<file path="src/rtl/seq_detect_ctrl.sv">
// ---------------------------------------------------------------------------
// seq_detect_ctrl
//   Frame controller for an external 10010 Moore sequence detector.
//   On an accepted start it latches a parallel frame, clears the detector for
//   one cycle, shifts the frame into the detector MSB-first (one bit per
//   clock), samples the detector output after every bit and counts matches.
//   Completion is flagged by a one-cycle done pulse.
//
//   Optional build macro: SEQ_DETECT_CTRL_MATCH_POS_EN
//     adds first_pos / first_vld (index of the bit that completed the first
//     match of the frame, 0 = MSB).
//
// Ports:
//   clk        in   system clock, rising edge
//   reset      in   synchronous, active-low reset
//   start      in   frame request, sampled only in IDLE
//   data_in    in   [WIDTH] frame, latched on accepted start
//   busy       out  high in CLEAR, SHIFT, DRAIN and DONE
//   done       out  one-cycle completion pulse
//   match_cnt  out  [CNT_W] saturating match count of last/current frame
//   match_any  out  match_cnt != 0
//   det_clr    out  active-high clear to the detector
//   det_x      out  serial bit to the detector
//   det_z      in   detector Moore output
//   first_pos  out  [POS_W] first match position (macro builds only)
//   first_vld  out  first_pos is valid (macro builds only)
// ---------------------------------------------------------------------------
module seq_detect_ctrl #(
  parameter int unsigned WIDTH = 16,
  parameter int unsigned CNT_W = 5,
  parameter int unsigned POS_W = 5
) (
  input  logic             clk,
  input  logic             reset,
  input  logic             start,
  input  logic [WIDTH-1:0] data_in,
  output logic             busy,
  output logic             done,
  output logic [CNT_W-1:0] match_cnt,
  output logic             match_any,
  output logic             det_clr,
  output logic             det_x,
  input  logic             det_z
`ifdef SEQ_DETECT_CTRL_MATCH_POS_EN
  ,
  output logic [POS_W-1:0] first_pos,
  output logic             first_vld
`endif
);

  typedef enum logic [2:0] {
    S_IDLE,
    S_CLEAR,
    S_SHIFT,
    S_DRAIN,
    S_DONE
  } state_t;

  state_t           state;
  logic [WIDTH-1:0] shreg;
  // POS_W is guaranteed to hold WIDTH-1, so the bit counter shares its width
  // and the SHIFT-phase match position is simply bit_cnt-1.
  logic [POS_W-1:0] bit_cnt;
  logic             count_z;

  localparam logic [POS_W-1:0] LAST_BIT = POS_W'(WIDTH - 1);
  localparam logic [CNT_W-1:0] CNT_MAX  = '1;

  // The z seen in the first SHIFT cycle belongs to the freshly cleared
  // detector; every later SHIFT cycle and DRAIN reports the previous bit.
  assign count_z = det_z & (((state == S_SHIFT) && (bit_cnt != '0)) ||
                            (state == S_DRAIN));

  always_ff @(posedge clk) begin
    if (!reset) begin
      state     <= S_IDLE;
      shreg     <= '0;
      bit_cnt   <= '0;
      match_cnt <= '0;
`ifdef SEQ_DETECT_CTRL_MATCH_POS_EN
      first_pos <= '0;
      first_vld <= 1'b0;
`endif
    end else begin
      case (state)
        S_IDLE: begin
          if (start) begin
            shreg     <= data_in;
            bit_cnt   <= '0;
            match_cnt <= '0;
`ifdef SEQ_DETECT_CTRL_MATCH_POS_EN
            first_pos <= '0;
            first_vld <= 1'b0;
`endif
            state     <= S_CLEAR;
          end
        end
        S_CLEAR: state <= S_SHIFT;
        S_SHIFT: begin
          shreg   <= {shreg[WIDTH-2:0], 1'b0};
          bit_cnt <= bit_cnt + 1'b1;
          if (bit_cnt == LAST_BIT) state <= S_DRAIN;
        end
        S_DRAIN: state <= S_DONE;
        S_DONE:  state <= S_IDLE;
        default: state <= S_IDLE;
      endcase

      // count_z is never set in IDLE, so this cannot collide with the
      // start-time clear above.
      if (count_z && (match_cnt != CNT_MAX)) match_cnt <= match_cnt + 1'b1;
`ifdef SEQ_DETECT_CTRL_MATCH_POS_EN
      if (count_z && !first_vld) begin
        first_vld <= 1'b1;
        first_pos <= (state == S_DRAIN) ? LAST_BIT : (bit_cnt - 1'b1);
      end
`endif
    end
  end

  assign busy      = (state != S_IDLE);
  assign done      = (state == S_DONE);
  assign det_clr   = ~reset | (state == S_CLEAR);
  assign det_x     = (state == S_SHIFT) & shreg[WIDTH-1];
  assign match_any = |match_cnt;

endmodule

</file>
<file path="config.mk">
export PLATFORM = sky130hd
export DESIGN_NAME = seq_detect_ctrl
export DESIGN_NICKNAME = d
export VERILOG_FILES = /design/src/rtl/seq_detect_ctrl.sv
export SDC_FILE = /design/constraint.sdc
export NUM_CORES = 1
export LEC_CHECK = 0
export BUFFER_PORTS_ARGS = -buffer_cell sky130_fd_sc_hd__buf_2
export CAP_MARGIN = 20
export CORE_ASPECT_RATIO = 1.25
export CORE_MARGIN = 2
export CORE_UTILIZATION = 50
export CTS_CLUSTER_SIZE = 25
export DETAILED_ROUTE_END_ITERATION = 6
export MAX_ROUTING_LAYER = met4
export PLACE_DENSITY = 0.84
export SYNTH_ARGS = -nofsm -noshare
export SYNTH_HDL_FRONTEND = slang
export SYNTH_SLANG_ARGS = --single-unit
</file>
<file path="constraint.sdc">
create_clock -name clk -period 1.7 [get_ports clk]
set_input_delay 0.17 -clock clk [delete_from_list [all_inputs] [get_ports clk]]
set_output_delay 0.17 -clock clk [all_outputs]
set_load 0.01 [all_outputs]
</file>
Word-level counts from Yosys, hierarchy flattened --
Cells that the tools add are included.
Cells by class: reductions and logical operators 13, bitwise logic cells 4, add/subtract/negate cells 2, equality and inequality tests 8, multiplexer cells 9
Operator list (count):
- $pmux W16 S2 | 1
- $mux W16 | 1
- $mux W5 | 3
- $pmux W3 S4 | 1
- $add A5 B1 Y5 const B | 2
- $pmux W5 S2 | 1
- $eq A3 B2 Y1 const B | 2
- $mux W3 | 2
- $reduce_and A2 Y1 | 3
- $reduce_bool A2 Y1 | 3
- $eq A5 B4 Y1 const B | 1
- $ne A5 B5 Y1 const B | 1
- $reduce_bool A5 Y1 | 1
- $reduce_or A5 Y1 | 1
- $eq A3 B1 Y1 const B | 1
- $eq A3 B3 Y1 const B | 1
- $logic_not A3 Y1 | 1
- $reduce_bool A3 Y1 | 1
- $and A1 B1 Y1 | 2
- $logic_and A1 B1 Y1 | 2
- $ne A2 B1 Y1 const B | 1
- $ne A2 B2 Y1 const B | 1
- $logic_or A1 B1 Y1 | 1
- $not A1 Y1 | 1
- $or A1 B1 Y1 | 1
Storage, ports and cells: input port bits 20, register bits 29

Logic depth before layout (Yosys ltp) --
Gate-level depths: netlist (run 1).
depth after elaboration 7, mapped depth 7

Worst setup path before layout (run 1) --
Ideal clock, no wire load.
path type reg2reg, start reg match_cnt[0], end reg match_cnt[2], arrival time 1525 ps, path slack 50 ps, setup time 126 ps, required time 1574 ps, path buffers 0, stages on the path, launching flop included 8, path through dfxtp_1 -> ha_1 -> and3_1 -> ha_1 -> nand4bb_1 -> a21oi_2 -> or2_1 -> o21ai_0
Between the ends: word-level cells in the longest chain between the ends 4
RTL lines:
- start, declared | RTL line 39 | output logic [CNT_W-1:0] match_cnt,
- start signal, assigned | RTL line 111 | if (count_z && (match_cnt != CNT_MAX)) match_cnt <= match_cnt + 1'b1;
- branches (longest 4 deep; another with $add A5 B1 Y5)
Several ways; the timed one is not identified. A chain may end at the register's enable or synchronous reset.

Final worst setup path (run 1) --
start reg match_cnt[0], end out match_any
Between the ends: word-level cells in the longest chain between the ends 1
RTL lines:
- $reduce_or A5 Y1 | RTL line 125 | assign match_any = |match_cnt;
- end, declared | RTL line 40 | output logic match_any,
No other way between the ends.

==> results of run 1 <==
sequential cells by signal (all words and copies together), names as in the netlist:
signal / count
bit_cnt: 5
match_cnt: 5
shreg: 16
state: 3
cell families (layout without fill, tap and decap cells):
group,after synthesis,count (layout),share of synthesized area (%)
fa+ha+maj,6,6,4.91
compound gates,31,31,16.6
buf+inv,18,51,6.06
mux,16,16,10.6
xor+xnor,1,1,0.573
simple gates,59,59,23.3
flops,29,29,38.0
cell type report:
| type | count | area [um^2] | share of cell area [%] |
|---|---|---|---|
| repair buffers | 37 | 231 | 12.5 |
| multi-input cells | 113 | 902 | 48.8 |
| flip-flops and latches | 29 | 588 | 31.8 |
| well taps | 36 | 45.0 | 2.44 |
| inverters | 6 | 25.0 | 1.36 |
| clock inverters | 3 | 17.5 | 0.949 |
| clock buffers | 5 | 37.5 | 2.03 |
critical path, delay by kind of cell, from the launching register on:
| kind | cells | cell delay, ns |
|---|---|---|
| buf+inv | 3 | 0.31 |
| simple gates | 1 | 0.46 |
| fa+ha+maj | 1 | 0.11 |
| flops | 1 | 0.34 |
repair_timing:
action                     4_1_cts  5_1_grt
setup endpoints to repair        5        8
resized for setup                9       12
pin swaps                        1        2
setup buffers                    0        1
power by group:
group	internal [uW]	total (uW)	switching (uW)	leakage, uW
clock network	156	412	257	0.0000310
logic	168	325	157	0.000654
registers	736	771	34.2	0.000239
final timing paths:
kind	start	to	depth (start not counted)
worst max register to register	match_cnt[0]	match_cnt[2]	7
worst min register to register	shreg[7]	shreg[8]	1
worst max-delay path	match_cnt[0]	match_any	5
worst min-delay path	data_in[0]	shreg[0]	3
synth_stat cells, drive strengths merged (4+ instances only):
cell / n / area [um^2]
dfxtp: 29 / 581
nand2: 23 / 86.3
mux2i: 15 / 150
o211a: 15 / 150
nor2b: 9 / 56.3
buf: 8 / 55.1
ha: 6 / 75.1
inv: 6 / 22.5
nor2: 5 / 18.8
o21ai: 5 / 25.0
clkbuf: 4 / 15.0
nor3b: 4 / 30.0
per-layer routing:
metal	part of all wire (%)	up-vias
li1	-	632
met1	40	604
met2	52	35
met3	5.7	8
met4	2.4	0
met5	0	-
stage by stage:
step | TNS, ns | hold WS (ns) | cells | util (%) | instance area [um^2]
finish | -0.0307 | 0.110 | 229 | 63.3 | 1850
global route | -0.325 | 0.110 | 229 | 63.3 | 1850
CTS | -0.129 | 0.101 | 229 | 62.3 | 1820
detailed placement | -0.133 | 0.462 | 221 | 59.0 | 1720
global placement | 0 | 0.446 | 221 | 59.0 | 1720
floorplan | 0 | 0.341 | 160 | - | 1530
==> results.ini, run 1 <==
[pwr]
powerDensity_nw_per_um2=816
p_leak_uw=0.000925
totalPowerFinal_uw=1510
max-vdd-ir-drop_v=0.000539

[routing]
drt-pass1-iter-count=5
postRouteAntennaNets=0
drc=0
avgViaCountPerCell=5.59
finalWirelength_um=3120
wl_per_cell_um=13.6
drtIter0Drc=16
vias=1279

[clocking]
insertion_delay_ns=0.34
cts.sinks=29
clk_pin_slew_ns=0.10
cts.path.max_buffers=2
cts_buffers=5
cts_tree=done
hold_buffers=0
htreeDepth=2
clockRootBuffer=clkbuf_4

[place]
gp_congestion=0.799
dpl.hpwl_um=2170
place_ws_ns=-0.0508
port_buffers=29

[synthesis]
synth_ff_type=dfxtp_1
postSynthCellCount=160
ys_seq_area_share_pct=38.0
avgSynthCellArea_um2=9.55
async_flop_share_pct=0
synth_edf_count=0
syn_area_um2=1530
synthesis.nets=186
synth_cell_types=35
yosys_register_bits=29
yosys_warnings=0

[sta]
rsz0062_at_grt=true
period_share_pct=102
setup_viol=1
fin_skew_ns=0.00944
hold_violations=0
post-route-min-period_ns=1.73
max_freq_ghz=0.578
slew_violations=0
worst_slack_ns=-0.0307
slew_headroom_pct=66.3
tightest_slew_ns=0.505

[floorplan]
die-area_um2=3520
rows=22
die_w_um=53.4
coreArea_um2=2920
ioPinCount=30
start_util_pct=52.4
die_h_um=65.8

[run_status]
violations=negative setup slack
status=finished, violations left

[setup_path]
cp_slowest_stage_delay_ns=0.46
cp_common_cell=buf_6
startpoint_type=register
crit_chain=buf_6 -> inv_4 -> ha_4 -> or4b_4 -> buf_6
reg2reg_slack_ns=0.01
critPathMaxFanout=4
worstPathRequired_ns=1.53
critPathSlowestCell=or4b_4
worstSetupEndpointType=output port
crit_arrival_ns=1.56
crit_type=register to output port

[global_routing]
grt_util_met1_pct=21.6
grt_first_pass_wirelength_um=5190
grt_max_degree=34
antenna_found_initial=0
grt_pass1_vias=1216
grt_usage_pct=21.2
gr-usage-met3_pct=6.79
top_usage_layer=met2
met2_usage_pct=36.1
overflow=0

[layout]
layout.nets=218
drive_gt1_share_pct=31.6
antenna_cells=0
layout_common_cells=buf_2 (28), dfxtp_1 (25), nand2_1 (23)
final_common_cell=buf_2
syn_to_final_growth_pct=20.9
final.fill_count=263

[flow_run]
cap_violations=0

[worst_hold_path]
min_path_type=input pin to register

(Power assumes the default switching activity.)
==> run 2: changes to the inputs <==
Settings changed: CELL_PAD_IN_SITES_DETAIL_PLACEMENT set to 0, CELL_PAD_IN_SITES_GLOBAL_PLACEMENT set to 2, CORE_MARGIN 2 to 4, CORE_UTILIZATION 50 to 33, PLACE_DENSITY 0.84 to not set, PLACE_DENSITY_LB_ADDON set to 0.1.
==> run 2 against run 1 <==
The run now ends clean. Total power grew 7.7%. Cell area grew 4.9%. Sequential share of layout area shrank 1.4 points. Wire length grew 3.6%. Clock-buffer cell count grew 1. Register-to-register slack gained 0.08 ns. Via count shrank 3.9%. Final cell count grew 10%. Die area grew 65%. Global-route usage shrank 8.5 points. Critical path depth is the same. Setup slack gained 0.064 ns.
==> results.ini, run 2 (synthesis gave the netlist of run 1 again) <==
[run_status]
status=completed  ; was finished, violations left

[pwr]
max-vdd-ir-drop_v=0.000469  ; was 0.000539 V
p_leak_uw=0.000952  ; was 0.000925 uW
totalPowerFinal_uw=1620  ; was 1510 uW
powerDensity_nw_per_um2=838  ; was 816 nW/um^2

[worst_hold_path]
min_from=data_in[0]  ; unchanged
worst_hold_path.endpoint=shreg[0]  ; unchanged
min_path_type=input pin to register  ; unchanged
hold_depth=3  ; unchanged

[clocking]
cts.sinks=29  ; unchanged
hold_buffers=0  ; unchanged
clockRootBuffer=clkbuf_8  ; was clkbuf_4
cts_tree=done  ; unchanged
htreeDepth=2  ; unchanged
clk_pin_slew_ns=0.06  ; was 0.10 ns
cts.path.max_buffers=2  ; unchanged
cts_buffers=5  ; unchanged
insertion_delay_ns=0.27  ; was 0.34 ns

[sta]
slew_violations=0  ; unchanged
post-route-min-period_ns=1.67  ; was 1.73 ns
max_freq_ghz=0.600  ; was 0.578 GHz
setup_tns_ns=0  ; was -0.0307 ns
fin_skew_ns=0.00225  ; was 0.00944 ns
hold_violations=0  ; unchanged
period_share_pct=98.0  ; was 102%
slew_headroom_pct=72.6  ; was 66.3%
worst_slack_ns=0.0335  ; was -0.0307 ns
setup_viol=0  ; was 1
rsz0062_at_grt=true  ; unchanged
tightest_slew_ns=0.410  ; was 0.505 ns

[routing]
postRouteAntennaNets=0  ; unchanged
vias=1229  ; was 1279
finalWirelength_um=3230  ; was 3120 um
drtIter0Drc=56  ; was 16
drt-pass1-iter-count=4  ; was 5
avgViaCountPerCell=4.86  ; was 5.59
wl_per_cell_um=12.8  ; was 13.6 um
drc=0  ; unchanged

[floorplan]
rows=27  ; was 22
start_util_pct=34.5  ; was 52.4%
ioPinCount=30  ; unchanged
die_w_um=68.9  ; was 53.4 um
die-area_um2=5790  ; was 3520 um^2
coreArea_um2=4430  ; was 2920 um^2
die_h_um=84.1  ; was 65.8 um

[global_routing]
grt_first_pass_wirelength_um=5460  ; was 5190 um
overflow=0  ; unchanged
grt_usage_pct=12.7  ; was 21.2%
top_usage_layer=met2  ; unchanged
grt_max_degree=34  ; unchanged
grt_pass1_vias=1241  ; was 1216
antenna_found_initial=0  ; unchanged
grt_util_met1_pct=14.1  ; was 21.6%
met2_usage_pct=21.0  ; was 36.1%
gr-usage-met3_pct=3.64  ; was 6.79%

[setup_path]
worstSetupEndpointType=output port  ; unchanged
crit_chain=buf_6 -> inv_4 -> ha_4 -> or4b_4 -> buf_6  ; unchanged
r2r_end=match_cnt[0]  ; was match_cnt[2]
worstPathRequired_ns=1.53  ; about the same
cp_slowest_stage_delay_ns=0.45  ; was 0.46 ns
cp_common_cell=buf_6  ; unchanged
crit_arrival_ns=1.50  ; was 1.56 ns
critPathBufInv=3  ; unchanged
crit_type=register to output port  ; unchanged
startpoint_type=register  ; unchanged
reg2reg_slack_ns=0.09  ; was 0.01 ns
crit_family=simple AND/OR/NAND/NOR gates  ; unchanged
critPathMaxFanout=4  ; unchanged
rr_worst_depth=7  ; unchanged
critPathSlowestCell=or4b_4  ; unchanged
r2r_start=match_cnt[0]  ; unchanged
crit_path_start=match_cnt[0]  ; unchanged

[place]
gp_congestion=0.722  ; was 0.799
place_ws_ns=-0.0164  ; was -0.0508 ns
place_area_um2=1770  ; was 1720 um^2
dpl.hpwl_um=2230  ; was 2170 um
port_buffers=29  ; unchanged

[layout]
regArea_um2=591  ; was 588 um^2
multi_input_area_um2=906  ; was 902 um^2
largest_reg_flops=16  ; unchanged
regMostFlops=shreg  ; unchanged
final.fill_count=441  ; was 263
reg_top3=shreg (16), bit_cnt (5), match_cnt (5)  ; unchanged
syn_to_final_growth_pct=26.9  ; was 20.9%
final_common_cell=buf_2  ; unchanged
drive_gt1_share_pct=32.8  ; was 31.6%
stdcell_area_um2=1940  ; was 1850 um^2
antenna_cells=0  ; unchanged
layout.nets=220  ; was 218
layout_common_cells=buf_2 (28), dfxtp_1 (25), nand2_1 (22)  ; was buf_2 (28), dfxtp_1 (25), nand2_1 (23)

[flow_run]
cap_violations=0  ; unchanged

[run 2: cell count changes in the layout (fill, tap and decap cells not counted), sizes merged]
cell      before  now
buf           37   39
clkinvlp       1    0
clkbuf         5    6
[run 2: final cells by class]
class,instances,area share (%)
multi-input combinational,113,46.7
sequential,29,30.5
clock buffer,6,3.74
tap,58,3.74
clock inverter,2,0.516
inverter,6,1.42
timing repair buffer,39,13.4
[run 2: how the worst max path moves through the flow]
stage                        end  cells after the start
floorplan           match_cnt[2]                      7
global placement    match_cnt[2]                      7
detailed placement  match_cnt[0]                      7
CTS                        det_x                      4
global route           match_any                      5
finish                 match_any                      5
[run 2: power by group]
group          switching (uW)  total [uW]  internal, uW
clock network             254         537           283
registers                37.9         774           736
logic                     147         313           166
total                     439        1620          1190
[run 2: through the flow]
| step | cells | util (%) | hold WS [ns] |
|---|---|---|---|
| final | 253 | 43.8 | 0.174 |
| after global routing | 253 | 43.8 | 0.175 |
| after CTS | 253 | 42.3 | 0.167 |
| after detailed placement | 244 | 39.9 | 0.458 |
| after global placement | 244 | 39.9 | 0.449 |
| after floorplan | 160 | - | 0.341 |
[run 2: what timing repair did]
item                       in CTS  in global routing
setup endpoints to repair       7                  7
setup buffers                   1                  0
pin swaps                       0                  4
resized for setup               6                 18
[run 2: metal layers]
metal | up-vias | share of wire [%]
li1 | 631 | -
met1 | 566 | 42
met2 | 27 | 53
met3 | 5 | 4.5
met4 | 0 | 1.1
met5 | - | 0
[run 2: tightest hold or removal path, delay by kind of cell]
family,cells,cell delay [ns]
buffers and inverters,1,0.08
and+or+nand+nor,1,0.10
AOI/OAI and AO/OA,1,0.07
